File: src/rtl/decode_out_serializer_if.sv
// Bus between the radix-4 bit-extract stage, the output serializer and its serial consumer.
// Optional o_bit_total is present only when DECODE_OUT_BITCNT_EN is defined.
interface decode_out_serializer_if #(
    parameter int AW = 4
) ();
    // Handshakes: a transfer happens on a rising edge where valid & ready are both 1;
    // valid never waits on ready, and the payload is held stable while valid & !ready.
    logic          i_nib_valid;
    logic [3:0]    i_nib;
    logic          o_nib_ready;
    logic          o_bit;
    logic          o_bit_valid;
    logic          i_bit_ready;
    logic [AW:0]   o_count;
    logic          o_empty;
    logic          o_full;
    logic          o_overflow;
    logic          dbg_state;
`ifdef DECODE_OUT_BITCNT_EN
    logic [15:0]   o_bit_total;
`endif

    modport master (
        output i_nib_valid,
        output i_nib,
        input  o_nib_ready,
        input  o_bit,
        input  o_bit_valid,
        output i_bit_ready,
        input  o_count,
        input  o_empty,
        input  o_full,
        input  o_overflow,
`ifdef DECODE_OUT_BITCNT_EN
        input  o_bit_total,
`endif
        input  dbg_state
    );

    modport slave (
        input  i_nib_valid,
        input  i_nib,
        output o_nib_ready,
        output o_bit,
        output o_bit_valid,
        input  i_bit_ready,
        output o_count,
        output o_empty,
        output o_full,
        output o_overflow,
`ifdef DECODE_OUT_BITCNT_EN
        output o_bit_total,
`endif
        output dbg_state
    );
endinterface

File: src/rtl/decode_out_serializer.sv
// Nibble FIFO plus MSB-first bit serializer for the Viterbi decoder output.
// Define DECODE_OUT_BITCNT_EN to add the 16-bit wrapping o_bit_total handshake counter.
module decode_out_serializer #(
    parameter int DEPTH = 16,
    parameter int AW    = 4
) (
    input  logic                    clk,
    input  logic                    rst,
    decode_out_serializer_if.slave  bus
);
    typedef enum logic {IDLE, SHIFT} state_t;

    localparam logic [AW:0] FULL_CNT = (AW+1)'(DEPTH);

    state_t         state, state_nx;
    logic [3:0]     mem [DEPTH];
    logic [AW-1:0]  wr_ptr, rd_ptr;
    logic [AW:0]    count;
    logic [3:0]     sh, sh_nx;
    logic [1:0]     bcnt, bcnt_nx;
    logic           overflow;
    logic           empty, full, nib_ready;
    logic           push, pop, hs;

    assign empty     = (count == '0);
    assign full      = (count == FULL_CNT);
    assign nib_ready = !full;
    assign push      = bus.i_nib_valid && nib_ready;
    assign hs        = (state == SHIFT) && bus.i_bit_ready;

    always_comb begin
        state_nx = state;
        sh_nx    = sh;
        bcnt_nx  = bcnt;
        pop      = 1'b0;
        case (state)
            IDLE: begin
                if (!empty) begin
                    pop      = 1'b1;
                    sh_nx    = mem[rd_ptr];
                    bcnt_nx  = 2'd3;
                    state_nx = SHIFT;
                end
            end
            SHIFT: begin
                if (hs) begin
                    if (bcnt != 2'd0) begin
                        sh_nx   = {sh[2:0], 1'b0};
                        bcnt_nx = bcnt - 2'd1;
                    end else if (!empty) begin
                        // Reload on the last bit's handshake so nibbles stream without a bubble.
                        pop     = 1'b1;
                        sh_nx   = mem[rd_ptr];
                        bcnt_nx = 2'd3;
                    end else begin
                        state_nx = IDLE;
                    end
                end
            end
            default: state_nx = IDLE;
        endcase
    end

    always_ff @(posedge clk) begin
        if (push) mem[wr_ptr] <= bus.i_nib;
    end

    always_ff @(posedge clk) begin
        if (rst) begin
            state    <= IDLE;
            sh       <= '0;
            bcnt     <= '0;
            wr_ptr   <= '0;
            rd_ptr   <= '0;
            count    <= '0;
            overflow <= 1'b0;
        end else begin
            state <= state_nx;
            sh    <= sh_nx;
            bcnt  <= bcnt_nx;
            if (push) wr_ptr <= wr_ptr + 1'b1;
            if (pop)  rd_ptr <= rd_ptr + 1'b1;
            case ({push, pop})
                2'b10:   count <= count + 1'b1;
                2'b01:   count <= count - 1'b1;
                default: count <= count;
            endcase
            if (bus.i_nib_valid && !nib_ready) overflow <= 1'b1;
        end
    end

`ifdef DECODE_OUT_BITCNT_EN
    logic [15:0] bit_total;

    always_ff @(posedge clk) begin
        if (rst)     bit_total <= '0;
        else if (hs) bit_total <= bit_total + 16'd1;
    end

    assign bus.o_bit_total = bit_total;
`endif

    assign bus.o_nib_ready = nib_ready;
    assign bus.o_bit       = (state == SHIFT) && sh[3];
    assign bus.o_bit_valid = (state == SHIFT);
    assign bus.o_count     = count;
    assign bus.o_empty     = empty;
    assign bus.o_full      = full;
    assign bus.o_overflow  = overflow;
    assign bus.dbg_state   = (state == SHIFT);
endmodule

File: src/flat_wrapper.sv
// flat-port wrapper written by rule: the top's interface ports become plain ports
module decode_out_serializer_flat 
#(
    parameter int DEPTH = 16,
    parameter int AW    = 4
)
  (clk, rst, bus_i_nib_valid, bus_i_nib, bus_o_nib_ready, bus_o_bit, bus_o_bit_valid, bus_i_bit_ready, bus_o_count, bus_o_empty, bus_o_full, bus_o_overflow, bus_dbg_state);
  decode_out_serializer_if #(.AW(AW)) bus_i ();
  input  logic clk;
  input  logic rst;
  input wire logic [$bits(bus_i.i_nib_valid)-1:0] bus_i_nib_valid;
  input wire logic [$bits(bus_i.i_nib)-1:0] bus_i_nib;
  output wire logic [$bits(bus_i.o_nib_ready)-1:0] bus_o_nib_ready;
  output wire logic [$bits(bus_i.o_bit)-1:0] bus_o_bit;
  output wire logic [$bits(bus_i.o_bit_valid)-1:0] bus_o_bit_valid;
  input wire logic [$bits(bus_i.i_bit_ready)-1:0] bus_i_bit_ready;
  output wire logic [$bits(bus_i.o_count)-1:0] bus_o_count;
  output wire logic [$bits(bus_i.o_empty)-1:0] bus_o_empty;
  output wire logic [$bits(bus_i.o_full)-1:0] bus_o_full;
  output wire logic [$bits(bus_i.o_overflow)-1:0] bus_o_overflow;
  output wire logic [$bits(bus_i.dbg_state)-1:0] bus_dbg_state;
  assign bus_i.i_nib_valid = bus_i_nib_valid;
  assign bus_i.i_nib = bus_i_nib;
  assign bus_o_nib_ready = bus_i.o_nib_ready;
  assign bus_o_bit = bus_i.o_bit;
  assign bus_o_bit_valid = bus_i.o_bit_valid;
  assign bus_i.i_bit_ready = bus_i_bit_ready;
  assign bus_o_count = bus_i.o_count;
  assign bus_o_empty = bus_i.o_empty;
  assign bus_o_full = bus_i.o_full;
  assign bus_o_overflow = bus_i.o_overflow;
  assign bus_dbg_state = bus_i.dbg_state;
  decode_out_serializer #(.DEPTH(DEPTH), .AW(AW)) u_core (.clk(clk), .rst(rst), .bus(bus_i));
endmodule
File: config.mk
export PLATFORM = sky130hd
export DESIGN_NAME = decode_out_serializer_flat
export DESIGN_NICKNAME = d
export VERILOG_FILES = /design/src/rtl/decode_out_serializer_if.sv /design/src/rtl/decode_out_serializer.sv /design/src/flat_wrapper.sv
export SDC_FILE = /design/constraint.sdc
export NUM_CORES = 1
export LEC_CHECK = 0
export BUFFER_PORTS_ARGS = -buffer_cell sky130_fd_sc_hd__buf_2
export CAP_MARGIN = 20
export CORE_ASPECT_RATIO = 0.8
export CORE_UTILIZATION = 40
export DETAILED_ROUTE_END_ITERATION = 12
export PLACE_DENSITY_LB_ADDON = 0.12
export RECOVER_POWER = 50
export SLEW_MARGIN = 15
export SYNTH_ARGS = -nofsm -noshare
export SYNTH_HDL_FRONTEND = slang
export SYNTH_SLANG_ARGS = --single-unit
File: constraint.sdc
create_clock -name clk -period 4.2 [get_ports clk]
set_input_delay 0.21 -clock clk [delete_from_list [all_inputs] [get_ports clk]]
set_output_delay 0.21 -clock clk [all_outputs]
set_load 0.01 [all_outputs]
Word-level counts from Yosys, hierarchy flattened
Memory sizes are Yosys's and may differ from the RTL's. A register that Yosys moved wholly into a read port is not among the register bits.
Index checks and enable logic that the tools add are counted.
{"block": "totals", "out_inout_bits": 12, "elab_cells": 46, "ram_bits": 64, "regBits": 21, "input_bits": 8, "n_memories": 1}
{"memory": "u_core.mem", "words": 16, "width": 4, "rd": 1, "rd_clocked_by_memory_dff": 1, "wr": 1, "line_no": "decode_out_serializer.sv:16", "source": "logic [3:0] mem [DEPTH];"}
{"block": "classes", "addsub": 5, "reduce_logical": 8, "n_mux": 20, "bitwise_logic": 1, "eq_ne": 4}
{"op": "$mux W4", "count": 5}
{"op": "$pmux W5 S2", "count": 1}
{"op": "$add A4 B1 Y4 const B", "count": 2}
{"op": "$pmux W4 S2", "count": 1}
{"op": "$mux W1", "count": 7}
{"op": "$mux W2", "count": 3}
{"op": "$add A5 B1 Y5 const B", "count": 1}
{"op": "$eq A5 B5 Y1 const B", "count": 1}
{"op": "$logic_not A5 Y1", "count": 1}
{"op": "$sub A5 B1 Y5 const B", "count": 1}
{"op": "$logic_and A1 B1 Y1", "count": 4}
{"op": "$pmux W1 S2", "count": 2}
{"op": "$pmux W2 S2", "count": 1}
{"op": "$reduce_bool A2 Y1", "count": 2}
{"op": "$eq A2 B1 Y1 const B", "count": 1}
{"op": "$eq A2 B2 Y1 const B", "count": 1}
{"op": "$ne A2 B2 Y1 const B", "count": 1}
{"op": "$sub A2 B1 Y2 const B", "count": 1}
{"op": "$logic_not A1 Y1", "count": 1}
{"op": "$not A1 Y1", "count": 1}

Depth between registers and ports, before layout
Gate-level depths: netlist (run 1).
{"block": "logic_depth", "ltp_word": 7, "ltp_mapped": 12, "ltp_nobuf": 10}

Worst setup path before layout (run 1)
No wires, ideal clock.
{"block": "synth_path", "kind": "register to register", "startpoint": "register u_core.count[1] (netlist: u_core.bus.o_count[1])", "endpoint": "register u_core.count[4] (netlist: u_core.bus.o_count[4])", "setup_slack_ns": 1.158, "stages_incl_launch_ff": 13, "required_time_ns": 4.079, "period_less_slack_ns": 3.042, "arrival_ns": 2.922, "path_buffers": 2, "setup_ns": 0.121, "cell_sequence": "dfxtp_1 -> clkbuf_1 -> or4_1 -> o22ai_2 -> inv_1 -> ha_1 -> clkbuf_1 -> xor2_1 -> ha_1 -> a21oi_1 -> a32oi_1 -> a31oi_1 -> mux2_2"}
{"block": "synth_between", "elab_chain_cells": 7, "elab_cells_between_ends": 14, "classes_between": "2 x add/sub; 3 x eq/ne; 5 x mux; 4 x reduce/logical"}
{"item": "start: declaration", "line_no": "decode_out_serializer.sv:18", "source": "logic [AW:0] count;"}
{"item": "start signal: assignment", "line_no": "decode_out_serializer.sv:84", "source": "2'b10: count <= count + 1'b1;"}
{"item": "start signal: assignment", "line_no": "decode_out_serializer.sv:85", "source": "2'b01: count <= count - 1'b1;"}
{"item": "start signal: assignment", "line_no": "decode_out_serializer.sv:86", "source": "default: count <= count;"}
{"item": "$logic_not A5 Y1", "line_no": "decode_out_serializer.sv:25", "source": "assign empty = (count == '0);"}
{"item": "$mux W1", "line_no": "decode_out_serializer.sv:38, decode_out_serializer.sv:50"}
{"item": "$mux W1", "line_no": "decode_out_serializer.sv:47", "source": "if (bcnt != 2'd0) begin"}
{"item": "$mux W1", "line_no": "decode_out_serializer.sv:46", "source": "if (hs) begin"}
{"item": "$pmux W1 S2", "line_no": "decode_out_serializer.sv:36", "source": "case (state)"}
{"item": "$eq A2 B1 Y1 or $eq A2 B2 Y1 (tied branches)", "line_no": "decode_out_serializer.sv:83", "source": "case ({push, pop})"}
{"item": "$pmux W5 S2 or $reduce_bool A2 Y1 (tied branches)"}
Parallel ways exist; a longest one is shown, timed or not.
A chain may end at the register's enable or synchronous reset.

Final worst setup path (run 1)
{"block": "layout_path", "startpoint": "register u_core.count[2] (netlist: u_core.bus.o_count[2])", "endpoint": "register u_core.count[4] (netlist: u_core.bus.o_count[4])"}
Same word-level chain as after synthesis.

==> results of run 1 <==
where the power goes:
part	leakage [nW]	total [W]	internal, W	switching, W
logic	0.517	0.000609	0.000271	0.000338
registers	0.783	0.00113	0.00102	0.000108
clock network	0.139	0.000775	0.000460	0.000315
total	1.44	0.00252	0.00176	0.000760
area by class of cell:
type	count	area share (%)
multi-input cells	145	29.70
clock buffers	11	5.492
flip-flops and latches	89	57.16
repair buffers	19	1.860
clock inverters	5	1.329
well taps	115	3.395
inverters	12	1.063
kinds of logic after synthesis:
logic type	after synthesis	share of synthesized area, %
AND/OR/NAND/NOR	66	7.937
XOR/XNOR	9	2.058
multiplexers	25	13.78
flip-flops	89	63.23
adder cells (fa/ha/maj)	8	2.613
AO/OA/AOI/OAI	37	6.630
buffers and inverters	30	3.756
sequential cells by signal, summed over array words and instances (netlist names), named ones only:
name                   flops
u_core.sh                  4
u_core.bus.dbg_state       1
u_core.mem                64
u_core.bcnt                2
u_core.rd_ptr              4
u_core.bus.o_count         5
u_core.bus.o_overflow      1
u_core.wr_ptr              4
worst max-delay path, delay by kind of cell (launching register included):
| kind | cells | cell delay, ns |
|---|---|---|
| buffers and inverters | 1 | 0.14 |
| and+or+nand+nor | 1 | 0.58 |
| AOI/OAI and AO/OA | 4 | 1.09 |
| adders and majority gates | 2 | 0.51 |
| xor gates and xnor gates | 1 | 0.18 |
| muxes | 1 | 0.35 |
| DFF | 1 | 0.42 |
Yosys cell counts (all sizes together), types with 2 or more instances:
master	number	area share (%)
edfxtp	64	50
nor2	36	3.5
dfxtp	25	13
mux4	19	12
clkbuf	12	1.2
inv	12	1.2
a21oi	10	1.3
ha	8	2.6
nand2	8	0.78
buf	6	1.4
xor2	6	1.4
nor3	5	0.65
o21ai	5	0.65
a221oi	4	0.91
mux2i	4	1.0
a221o	3	0.78
a31oi	3	0.49
nand2b	3	0.49
o22ai	3	0.65
or3	3	0.49
xnor2	3	0.69
a21o	2	0.39
mux2	2	0.59
o211ai	2	0.39
metrics by stage:
stage | worst slack (ns) | cells
final | 0.8171 | 396
after global routing | 0.6369 | 396
after CTS | 1.040 | 396
after detailed placement | 1.087 | 380
after global placement | 1.141 | 380
after floorplan | 1.158 | 264
worst paths after layout:
path,slack (ns),depth (start not counted),to
min reg2reg,0.48,2,u_core.bus.o_overflow
min,0.18,3,u_core.bus.o_overflow
max reg2reg,0.82,10,u_core.bus.o_count[4]
max,0.82,10,u_core.bus.o_count[4]
metal layers:
metal | up-vias | track usage [%] | share of wire [%] | wire length, µm
met5 | - | 0 | 0 | 0
met4 | 0 | 4.423 | 0.40 | 29
met3 | 2 | 4.136 | 2.7 | 196
met2 | 22 | 22.61 | 43 | 3129
met1 | 1022 | 22.92 | 54 | 3932
li1 | 1019 | - | - | -
==> impl_summary.txt, run 1 <==
----------------------------------------------------
[Worst setup path]
  Cell breakdown of the critical path ... or4_1 > o22ai_1 > inv_1 > ha_1 > xor2_1 > ha_1 > a21oi_1 > a32oi_1 > a31oi_1 > mux2_2
  Required time worst endpoint ... approximately 4.4 ns
  Maximum single-stage delay on the critical path ... 0.58 ns
  Most prevalent standard cell on the critical path ... ha_1
  Arrival time reported for the critical path endpoint ... 3.59 ns
  Nature of the critical path endpoint ... flip-flop
  Crit path max-delay cell type ... or4_1
  Worst Path Max Fanout ... 12
  Worst Setup Path Type ... flip-flop to flip-flop
  Worst flop-to-flop path startpoint ... u_core.bus.o_count[2]
  Crit path from ... u_core.bus.o_count[2]
  Worst Setup Start Kind ... flip-flop

[STA]
  Normalized max-slew margin ... 40.91%
  Final sum of negative setup slack ... 0 ns
  Worst hold margin ... 0.1779 ns
  Count of pins over their slew limit ... 0
  Worst clock skew on the final layout ... 0.008646 ns
  Count of endpoints failing setup in the final report ... 0
  Worst-margin pin slew ... 0.8851 ns
  Hold Vio Cnt, Final ... 0
  Top achievable clock speed ... slightly below 300 MHz
  RSZ-0062 raised after global routing ... false
  Final period util ... 80.55%
  Min Tclk post-route ... 3.383 ns

[Floorplanning]
  Initial Utilization ... 41.68%
  I/O pin cnt ... 20
  Die boundary width ... around 110 µm
  Core ar. ... 9193 µm²
  Die Outline Area ... 9976 µm²
  DIE HEIGHT ... 89.54 µm
  Number of core rows ... 31

[Placed design]
  Total placed instance area ... 3971 µm²
  Routability congestion estimate ... approximately 0.77
  Count of buffers from port buffering ... 19
  DP Wirelength ... 5.043 mm

[Run status]
  Run status ... finished clean

[Clocking]
  Post-CTS Setup Inserts ... 0
  Library cell used as clock root buffer ... clkbuf_16
  CTS tree ... done
  H-tree levels ... 3
  Total number of clock tree sinks ... 89
  Bufs on Longest Clock Path ... 2
  Clock input transition at the sequential cells of the worst setup and hold paths ... approximately 0.070 ns
  Post-cts hold buffer count ... 0
  CTS-repair resized insts ... 0
  Insertion delay of the later-clocked pin in the worst-skew pair ... around 0.33 ns
  Clock buffer count from CTS ... 9

[Synth]
  Number of enable flip-flop cells after synthesis ... 64
  Syn Inst Count ... 264
  Count of warnings emitted by yosys ... 0
  Netlist cell types ... 45
  Top_reg_cell synth ... edfxtp_1
  Flip-flop and latch count after synthesis ... 89
  Seq/Total Area, Yosys ... 63.23%
  Async S/R FF share, synth ... 0%
  Synthesized netlist net count ... 280
  Average cell area after synthesis ... ~15 µm²
  Cell Area, Synth ... 3831 µm²

[Pwr]
  Leakage ... 1.440 nW
  Post-layout total power ... about 0.0025 W
  IR drop worst, VDD ... about 0.22 mV
  Power per standard cell area ... 593.8 nW/µm²

[Cells and area]
  Most frequent standard cell in the layout excluding fill and tap cells ... edfxtp_1
  Layout Cell Area excl Fill ... 4238 µm²
  Area taken by multi-input logic gates ... roughly 1300 µm²
  Layout cell share with drive strength beyond 1 ... between 10% and 20%
  Storage cell area ... 2422 µm²
  Utilization after layout ... 46.10%
  Area added between synthesis and finish ... 10.61%
  Number of nets in the layout ... 292
  Number of filler cells placed in the layout ... 826
  Inserted Diodes ... 0
  Most frequent cells in the layout ... 64 x edfxtp_1, 36 x nor2_1, 25 x dfxtp_1

[Worst hold path]
  Classification of the worst-slack hold path ... input pin to flip-flop
  Beginning of the worst hold path ... bus_i_nib_valid

[GRT]
  Global-route wire length before repair ... 11.03 mm
  Vias in the first global route ... 1957
  Global route overflow ... 0
  Number of antenna violations at the first check in global routing ... 0
  Maximum number of pins on one net before global-route repair ... 25
  Gr usage total ... 15.55%

[Detailed routing]
  Drc violations ... 0
  Vias after detailed routing ... 2065
  Number of DRC violations after detailed-routing iteration 0 ... 154
  Number of vias per cell ... 5.215
  Drt wl/cell ... 18.40 µm
  Aggregate routed wire length ... 7.288 mm
  Count of antenna-violating nets left after detailed routing ... 0
  Number of detailed-route iterations in the first pass ... 4

[Flow run]
  Maxcap violations ... 0

----------------------------------------------------
No activity file was read; power rests on OpenSTA's default activity.
==> inputs of run 2 (changes only) <==
Settings changed: ABC_AREA from default to 1.
Clock period 4.2 ns to 2.94 ns, I/O delays scaled along.
==> impl_summary.txt, run 2 <==
----------------------------------------------------
[Worst setup path]
  Maximum single-stage delay on the critical path ... 0.41 ns (-0.17 ns)
  Most prevalent standard cell on the critical path ... nand2_1
  Required time worst endpoint ... 3.17 ns (-1.24 ns)
  Worst Path Max Fanout ... 7 (-5)
  Nature of the critical path endpoint ... flip-flop
  Worst Setup Start Kind ... flip-flop
  Arrival time reported for the critical path endpoint ... 2.81 ns (-0.78 ns)
  Cell breakdown of the critical path ... inv_1 > nand4_4 > nand2_1 > nor2_1 > ha_1 > xor2_1 > ha_1 > a21o_1 > nand2_1 > o21ai_2 > a21oi_1 > o21ai_0 > nand2_1 > nand2_1 > nor2_1
  Crit path max-delay cell type ... dfxtp_1
  Logic depth of the worst register-to-register path ... 15 (+5)
  Worst Setup Path Type ... flip-flop to flip-flop

[Clocking]
  CTS tree ... done
  Clock input transition at the sequential cells of the worst setup and hold paths ... 0.06 ns (about the same)
  Insertion delay of the later-clocked pin in the worst-skew pair ... 0.34 ns (about the same)
  Post-CTS Setup Inserts ... 0 (unchanged)
  H-tree levels ... 3 (unchanged)
  CTS-repair resized insts ... 0 (unchanged)
  Clock buffer count from CTS ... 9 (unchanged)
  Post-cts hold buffer count ... 0 (unchanged)
  Bufs on Longest Clock Path ... 2 (unchanged)
  Library cell used as clock root buffer ... clkbuf_16
  Total number of clock tree sinks ... 89 (unchanged)

[Cells and area]
  Number of nets in the layout ... 420 (+44%)
  Storage cell area ... 2422 µm² (unchanged)
  Number of filler cells placed in the layout ... 894 (+8.2%)
  Most flop-heavy register ... u_core.mem
  Area added between synthesis and finish ... 10.42%
  Area taken by multi-input logic gates ... 1246 µm² (-0.99%)
  Flip-flop count of the largest register, all copies and words added ... 64 (unchanged)
  Most frequent cells in the layout ... 95 x nand2_1, 64 x edfxtp_1, 42 x nor2_1, 42 x nand3_1, 26 x inv_1
  Most frequent standard cell in the layout excluding fill and tap cells ... nand2_1
  Utilization after layout ... 46.50% (+0.40 points)
  Inserted Diodes ... 0 (unchanged)
  Layout cell share with drive strength beyond 1 ... 8.068% (-3.3 points)

[Pwr]
  IR drop worst, VDD ... 0.4946 mV (+120%)
  Leakage ... 1.650 nW (+15%)
  Post-layout total power ... 0.003937 W (+56%)
  Power per standard cell area ... 913.4 nW/µm² (+54%)

[Synth]
  Top_reg_cell synth ... edfxtp_1
  Netlist cell types ... 31 (-31%)
  Syn Inst Count ... 384 (+45%)
  Commonest cells post-synth ... 94 x nand2_1, 64 x edfxtp_1, 42 x nand3_1
  Seq/Total Area, Yosys ... 62.05% (-1.2 points)
  Post-synthesis share of cell area spent on full adders, half adders and majority gates ... 2.564% (-0.049 points)
  Count of warnings emitted by yosys ... 0 (unchanged)
  Most repeated cell in the gate-level netlist after synthesis ... nand2_1
  Share of cell area taken by muxes after synthesis ... 0% (-14 points)
  Area fraction in and, or, nand and nor cells after synthesis ... 20.74% (+13 points)
  Async S/R FF share, synth ... 0% (unchanged)
  Cell Area, Synth ... 3904 µm² (+1.9%)
  Fraction of synthesized cell area taken by the top area cell type ... 49.23% (-0.93 points)
  Flip-flop and latch count after synthesis ... 89 (unchanged)
  Synthesized-area fraction occupied by ao, oa, aoi and oai cells ... 7.917% (+1.3 points)
  Synthesized netlist net count ... 400 (+43%)
  Area contributors post-synth ... edfxtp_1 49%, dfxtp_1 13%, nand2_1 9.0%
  Post-synth top area cell ... edfxtp_1
  Combinational family with the most area after synthesis ... simple AND/OR/NAND/NOR gates
  XOR/XNOR share of the synthesized area ... 0.8974% (-1.2 points)
  Average cell area after synthesis ... 10.17 µm² (-30%)
  Number of enable flip-flop cells after synthesis ... 64 (unchanged)

[Worst hold path]
  Classification of the worst-slack hold path ... input pin to flip-flop
  Hold path depth ... 3 (unchanged)

[Floorplanning]
  Core ar. ... 9270 µm² (+0.84%)
  DIE HEIGHT ... 90.36 µm (+0.92%)
  Die boundary width ... 112.5 µm (+0.92%)
  I/O pin cnt ... 20 (unchanged)
  Number of core rows ... 31 (unchanged)
  Initial Utilization ... 42.11% (+0.43 points)
  Die Outline Area ... 10160 µm² (+1.9%)

[Placed design]
  Count of buffers from port buffering ... 19 (unchanged)
  DP Wirelength ... 5.346 mm (+6.0%)
  Routability congestion estimate ... 0.8087 (+5.6%)

[GRT]
  Gr usage total ... 17.12% (+1.6 points)
  Number of antenna violations at the first check in global routing ... 0 (unchanged)
  Maximum number of pins on one net before global-route repair ... 33 (+32%)
  Vias in the first global route ... 2489 (+27%)
  Global-route wire length before repair ... 12.97 mm (+18%)
  Global route overflow ... 0 (unchanged)

[STA]
  Count of endpoints failing setup in the final report ... 0 (unchanged)
  Normalized max-slew margin ... 48.50% (+7.6 points)
  RSZ-0062 raised after global routing ... false
  Worst clock skew on the final layout ... 0.005568 ns (-0.003078 ns)
  Final sum of negative setup slack ... 0 ns (unchanged)
  Worst-margin pin slew ... 0.7726 ns (-0.1125 ns)
  Hold Vio Cnt, Final ... 0 (unchanged)
  Final period util ... 87.70% (+7.2 points)
  Min Tclk post-route ... 2.578 ns (-0.8046 ns)
  Worst hold margin ... 0.07084 ns (-0.1071 ns)
  Count of pins over their slew limit ... 0 (unchanged)
  Top achievable clock speed ... 387.9 MHz (+31%)

[Run status]
  Run status ... finished clean

[Detailed routing]
  Aggregate routed wire length ... 7.890 mm (+8.3%)
  Number of DRC violations after detailed-routing iteration 0 ... 110 (-29%)
  Drc violations ... 0 (unchanged)
  Count of antenna-violating nets left after detailed routing ... 0 (unchanged)
  Number of vias per cell ... 4.969 (-4.7%)
  Number of detailed-route iterations in the first pass ... 4 (unchanged)
  Vias after detailed routing ... 2604 (+26%)
  Drt wl/cell ... 15.06 µm (-18%)

[Flow run]
  Maxcap violations ... 0 (unchanged)

----------------------------------------------------
==> run 2: worst paths after layout <==
kind	start	endpoint	slack [ns]
worst min register to register	u_core.bcnt[1]	u_core.bcnt[1]	0.47
worst max-delay path	u_core.bus.o_count[0]	u_core.bus.o_count[4]	0.36
worst min-delay path	bus_i_nib_valid	u_core.bus.o_overflow	0.07
worst max register to register	u_core.bus.o_count[0]	u_core.bus.o_count[4]	0.36
==> run 2: cells by family after synthesis <==
group / count (synthesis)
flops: 89
compound gates: 53
xor+xnor: 4
buf+inv: 42
simple gates: 188
fa+ha+maj: 8
==> run 2: critical path: cells and delay by family, from the launching register on <==
kind	cells	cell delay (ns)
buf+inv	1	0.11
simple gates	7	0.74
compound gates	4	0.43
xor+xnor	1	0.22
flops	1	0.41
fa+ha+maj	2	0.55
==> run 2: routing by layer <==
layer  GRT usage (%)  share of wire [%]  routed length (µm)
met1           24.21                 52                4074
met2           25.10                 45                3513
met3           4.631                3.3                 263
met4           6.333               0.48                  38
met5               0                  0                   0
==> run 2: where the power goes <==
part           internal, W  leakage (nW)  switching [W]
Clock             0.000655         0.129       0.000441
Combinational     0.000416         0.736       0.000863
Sequential         0.00147         0.784      0.0000922
Total              0.00254          1.65        0.00140
==> run 2: stage by stage <==
step | area (µm²) | worst slack [ns] | cells
finish | 4310 | 0.3617 | 524
global route | 4310 | 0.1240 | 524
CTS | 4335 | 0.4446 | 524
detailed placement | 4046 | 0.4730 | 508
global placement | 4046 | 0.5529 | 508
floorplan | 3904 | 0.6415 | 384
==> run 2: final cells by class <==
cell class / count / area share, %
inverters: 29 / 2.525
clock buffers: 11 / 5.399
multi-input cells: 253 / 28.91
well taps: 115 / 3.338
flip-flops and latches: 89 / 56.20
repair buffers: 22 / 2.322
clock inverters: 5 / 1.306
==> inputs of run 3 (changes only) <==
Settings changed: CELL_PAD_IN_SITES_DETAIL_PLACEMENT from default to 0, CELL_PAD_IN_SITES_GLOBAL_PLACEMENT from default to 1.
==> impl_summary.txt, run 3 (synthesis gave the netlist of run 2 again) <==
----------------------------------------------------
[Run status]
  Run status ... finished clean

[Cells and area]
  Most frequent cells in the layout ... 96 x nand2_1, 64 x edfxtp_1, 42 x nand3_1
  Flip-flop count of the largest register, all copies and words added ... 64 (unchanged)
  Number of nets in the layout ... 420 (unchanged)
  Most frequent standard cell in the layout excluding fill and tap cells ... nand2_1
  Non-filler instance count after layout ... 524 (unchanged)
  Number of filler cells placed in the layout ... 876 (-2.0%)
  Inserted Diodes ... 0 (unchanged)
  Area added between synthesis and finish ... 10.03%
  Layout cell share with drive strength beyond 1 ... 7.579% (-0.49 points)
  Most flop-heavy register ... u_core.mem

[Clocking]
  CTS tree ... done
  Clock buffer count from CTS ... 9 (unchanged)
  Insertion delay of the later-clocked pin in the worst-skew pair ... 0.34 ns (about the same)
  CTS-repair resized insts ... 0 (unchanged)
  Library cell used as clock root buffer ... clkbuf_16
  Clock input transition at the sequential cells of the worst setup and hold paths ... 0.06 ns (about the same)
  Post-cts hold buffer count ... 0 (unchanged)
  Bufs on Longest Clock Path ... 2 (unchanged)
  Total number of clock tree sinks ... 89 (unchanged)
  H-tree levels ... 3 (unchanged)
  Post-CTS Setup Inserts ... 0 (unchanged)

[Floorplanning]
  I/O pin cnt ... 20 (unchanged)
  Die Outline Area ... 10160 µm² (unchanged)
  Die boundary width ... 112.5 µm (unchanged)
  Number of core rows ... 31 (unchanged)
  DIE HEIGHT ... 90.36 µm (unchanged)
  Core ar. ... 9270 µm² (unchanged)
  Initial Utilization ... 42.11% (unchanged)

[Worst hold path]
  Classification of the worst-slack hold path ... input pin to flip-flop

[STA]
  Worst Setup Slack, final ... 0.3443 ns (-0.01739 ns)
  Final period util ... 88.29% (+0.59 points)
  Final sum of negative setup slack ... 0 ns (unchanged)
  Min Tclk post-route ... 2.596 ns (+0.01739 ns)
  RSZ-0062 raised after global routing ... false
  Worst clock skew on the final layout ... 0.008060 ns (+0.002492 ns)
  Normalized max-slew margin ... 46.30% (-2.2 points)
  Hold Vio Cnt, Final ... 0 (unchanged)
  Count of pins over their slew limit ... 0 (unchanged)
  Worst-margin pin slew ... 0.8056 ns (+0.03300 ns)
  Top achievable clock speed ... 385.3 MHz (-0.67%)
  Count of endpoints failing setup in the final report ... 0 (unchanged)

[GRT]
  Maximum number of pins on one net before global-route repair ... 33 (unchanged)
  Global route overflow ... 0 (unchanged)
  Vias in the first global route ... 2546 (+2.3%)
  Number of antenna violations at the first check in global routing ... 0 (unchanged)
  Gr usage total ... 18.26% (+1.1 points)
  Global-route wire length before repair ... 13.62 mm (+5.1%)

[Placed design]
  Post-Place Cells ... 508 (unchanged)
  Count of buffers from port buffering ... 19 (unchanged)
  DP Wirelength ... 5.735 mm (+7.3%)
  Routability congestion estimate ... 0.7915 (-2.1%)
  DP Worst Slack ... 0.4112 ns (-0.06173 ns)

[Worst setup path]
  Nature of the critical path endpoint ... flip-flop
  Required time worst endpoint ... 3.18 ns (about the same)
  Worst Setup Path Type ... flip-flop to flip-flop
  Arrival time reported for the critical path endpoint ... 2.84 ns (+0.03 ns)
  Worst Setup Start Kind ... flip-flop
  Worst Path Max Fanout ... 7 (unchanged)

[Detailed routing]
  Count of antenna-violating nets left after detailed routing ... 0 (unchanged)
  Number of DRC violations after detailed-routing iteration 0 ... 216 (+96%)
  Drt wl/cell ... 16.14 µm (+7.2%)
  Met2 Routed Length ... 3.630 mm (+3.3%)
  Top routing layer in use ... met4
  Met1 wire length ... 4.111 mm (+0.91%)
  Number of vias per cell ... 5.002 (+0.65%)
  Aggregate routed wire length ... 8.458 mm (+7.2%)
  Routed met3 length ... 606 µm (+130%)
  Number of detailed-route iterations in the first pass ... 5 (+1)
  Drc violations ... 0 (unchanged)
  Vias after detailed routing ... 2621 (+0.65%)

[Flow run]
  Maxcap violations ... 0 (unchanged)

[Pwr]
  Part of the power in combinational logic ... 32.9% (+0.4 points)
  Sequential group share of total power ... 39.3% (-0.4 points)
  Power per standard cell area ... 922.5 nW/µm² (+0.99%)
  Leakage ... 1.648 nW (-0.13%)
  Cell internal pwr ... 0.002534 W (-0.25%)
  Part of the power in the clock network ... 27.8% (about the same)
  Switching power ... 0.001428 W (+2.3%)
  Switching fraction of total power ... 36.04% (+0.57 points)
  IR drop worst, VDD ... 0.4621 mV (-6.6%)

----------------------------------------------------
-- run 3: area by class of cell --
class	instances	area, µm²	area share, %
flip-flops and latches	89	2422	56.39
multi-input cells	253	1241	28.90
clock buffers	11	232.7	5.418
well taps	115	143.9	3.350
inverters	29	108.9	2.534
repair buffers	22	100.1	2.330
clock inverters	5	46.29	1.078
-- run 3: worst max-delay path, stage by stage, from the launching register on --
cell and delay [ns]:
dfxtp_1 0.36, nor2_1 0.30, nand4_1 0.20, nand2_1 0.21, ha_1 0.34, xor2_1 0.23
ha_1 0.18, a21o_1 0.11, nand2_1 0.07, o21ai_2 0.13, a21oi_1 0.07, o21ai_0 0.11
nand2_1 0.07, nand2_1 0.06, nor2_1 0.04
-- run 3: path summary, 6_finish.rpt --
path,start,endpoint,slack [ns],depth (start not counted)
hold / removal,bus_i_nib_valid,u_core.bus.o_overflow,0.06,3
hold reg to reg,u_core.bus.o_overflow,u_core.bus.o_overflow,0.48,2
setup reg to reg,u_core.bus.o_count[1],u_core.bus.o_count[4],0.34,14
setup / recovery,u_core.bus.o_count[1],u_core.bus.o_count[4],0.34,14
-- run 3: power groups by stage --
| stage | Combinational [W] | Sequential, W | Clock, W |
|---|---|---|---|
| 3_3_place_gp | 0.00134 | 0.00158 | 0 |
| 5_1_grt | 0.00148 | 0.00158 | 0.00117 |
| 6_report | 0.00130 | 0.00156 | 0.00110 |
| 2_1_floorplan | 0.00104 | 0.00159 | 0 |
| 4_1_cts | 0.00133 | 0.00156 | 0.00112 |
| 3_5_place_dp | 0.00133 | 0.00158 | 0 |
-- run 3: stage by stage --
| step | area (µm²) | hold WS [ns] | util (%) | power [W] |
|---|---|---|---|---|
| 2_1_floorplan | 3904 | 0.2459 | - | 0.002629 |
| 3_3_place_gp | 4046 | 0.4106 | 43.65 | 0.002926 |
| 3_5_place_dp | 4046 | 0.4213 | 43.65 | 0.002916 |
| 4_1_cts | 4325 | 0.05123 | 46.66 | 0.004013 |
| 5_1_grt | 4295 | 0.06671 | 46.34 | 0.004226 |
| 6_report | 4295 | 0.06350 | 46.34 | 0.003962 |
-- run 3: metal layers --
metal | GRT usage (%) | vias to the layer above
met5 | 0 | -
met4 | 7.000 | 0
met3 | 4.966 | 8
met2 | 25.00 | 62
met1 | 27.17 | 1199
li1 | - | 1352
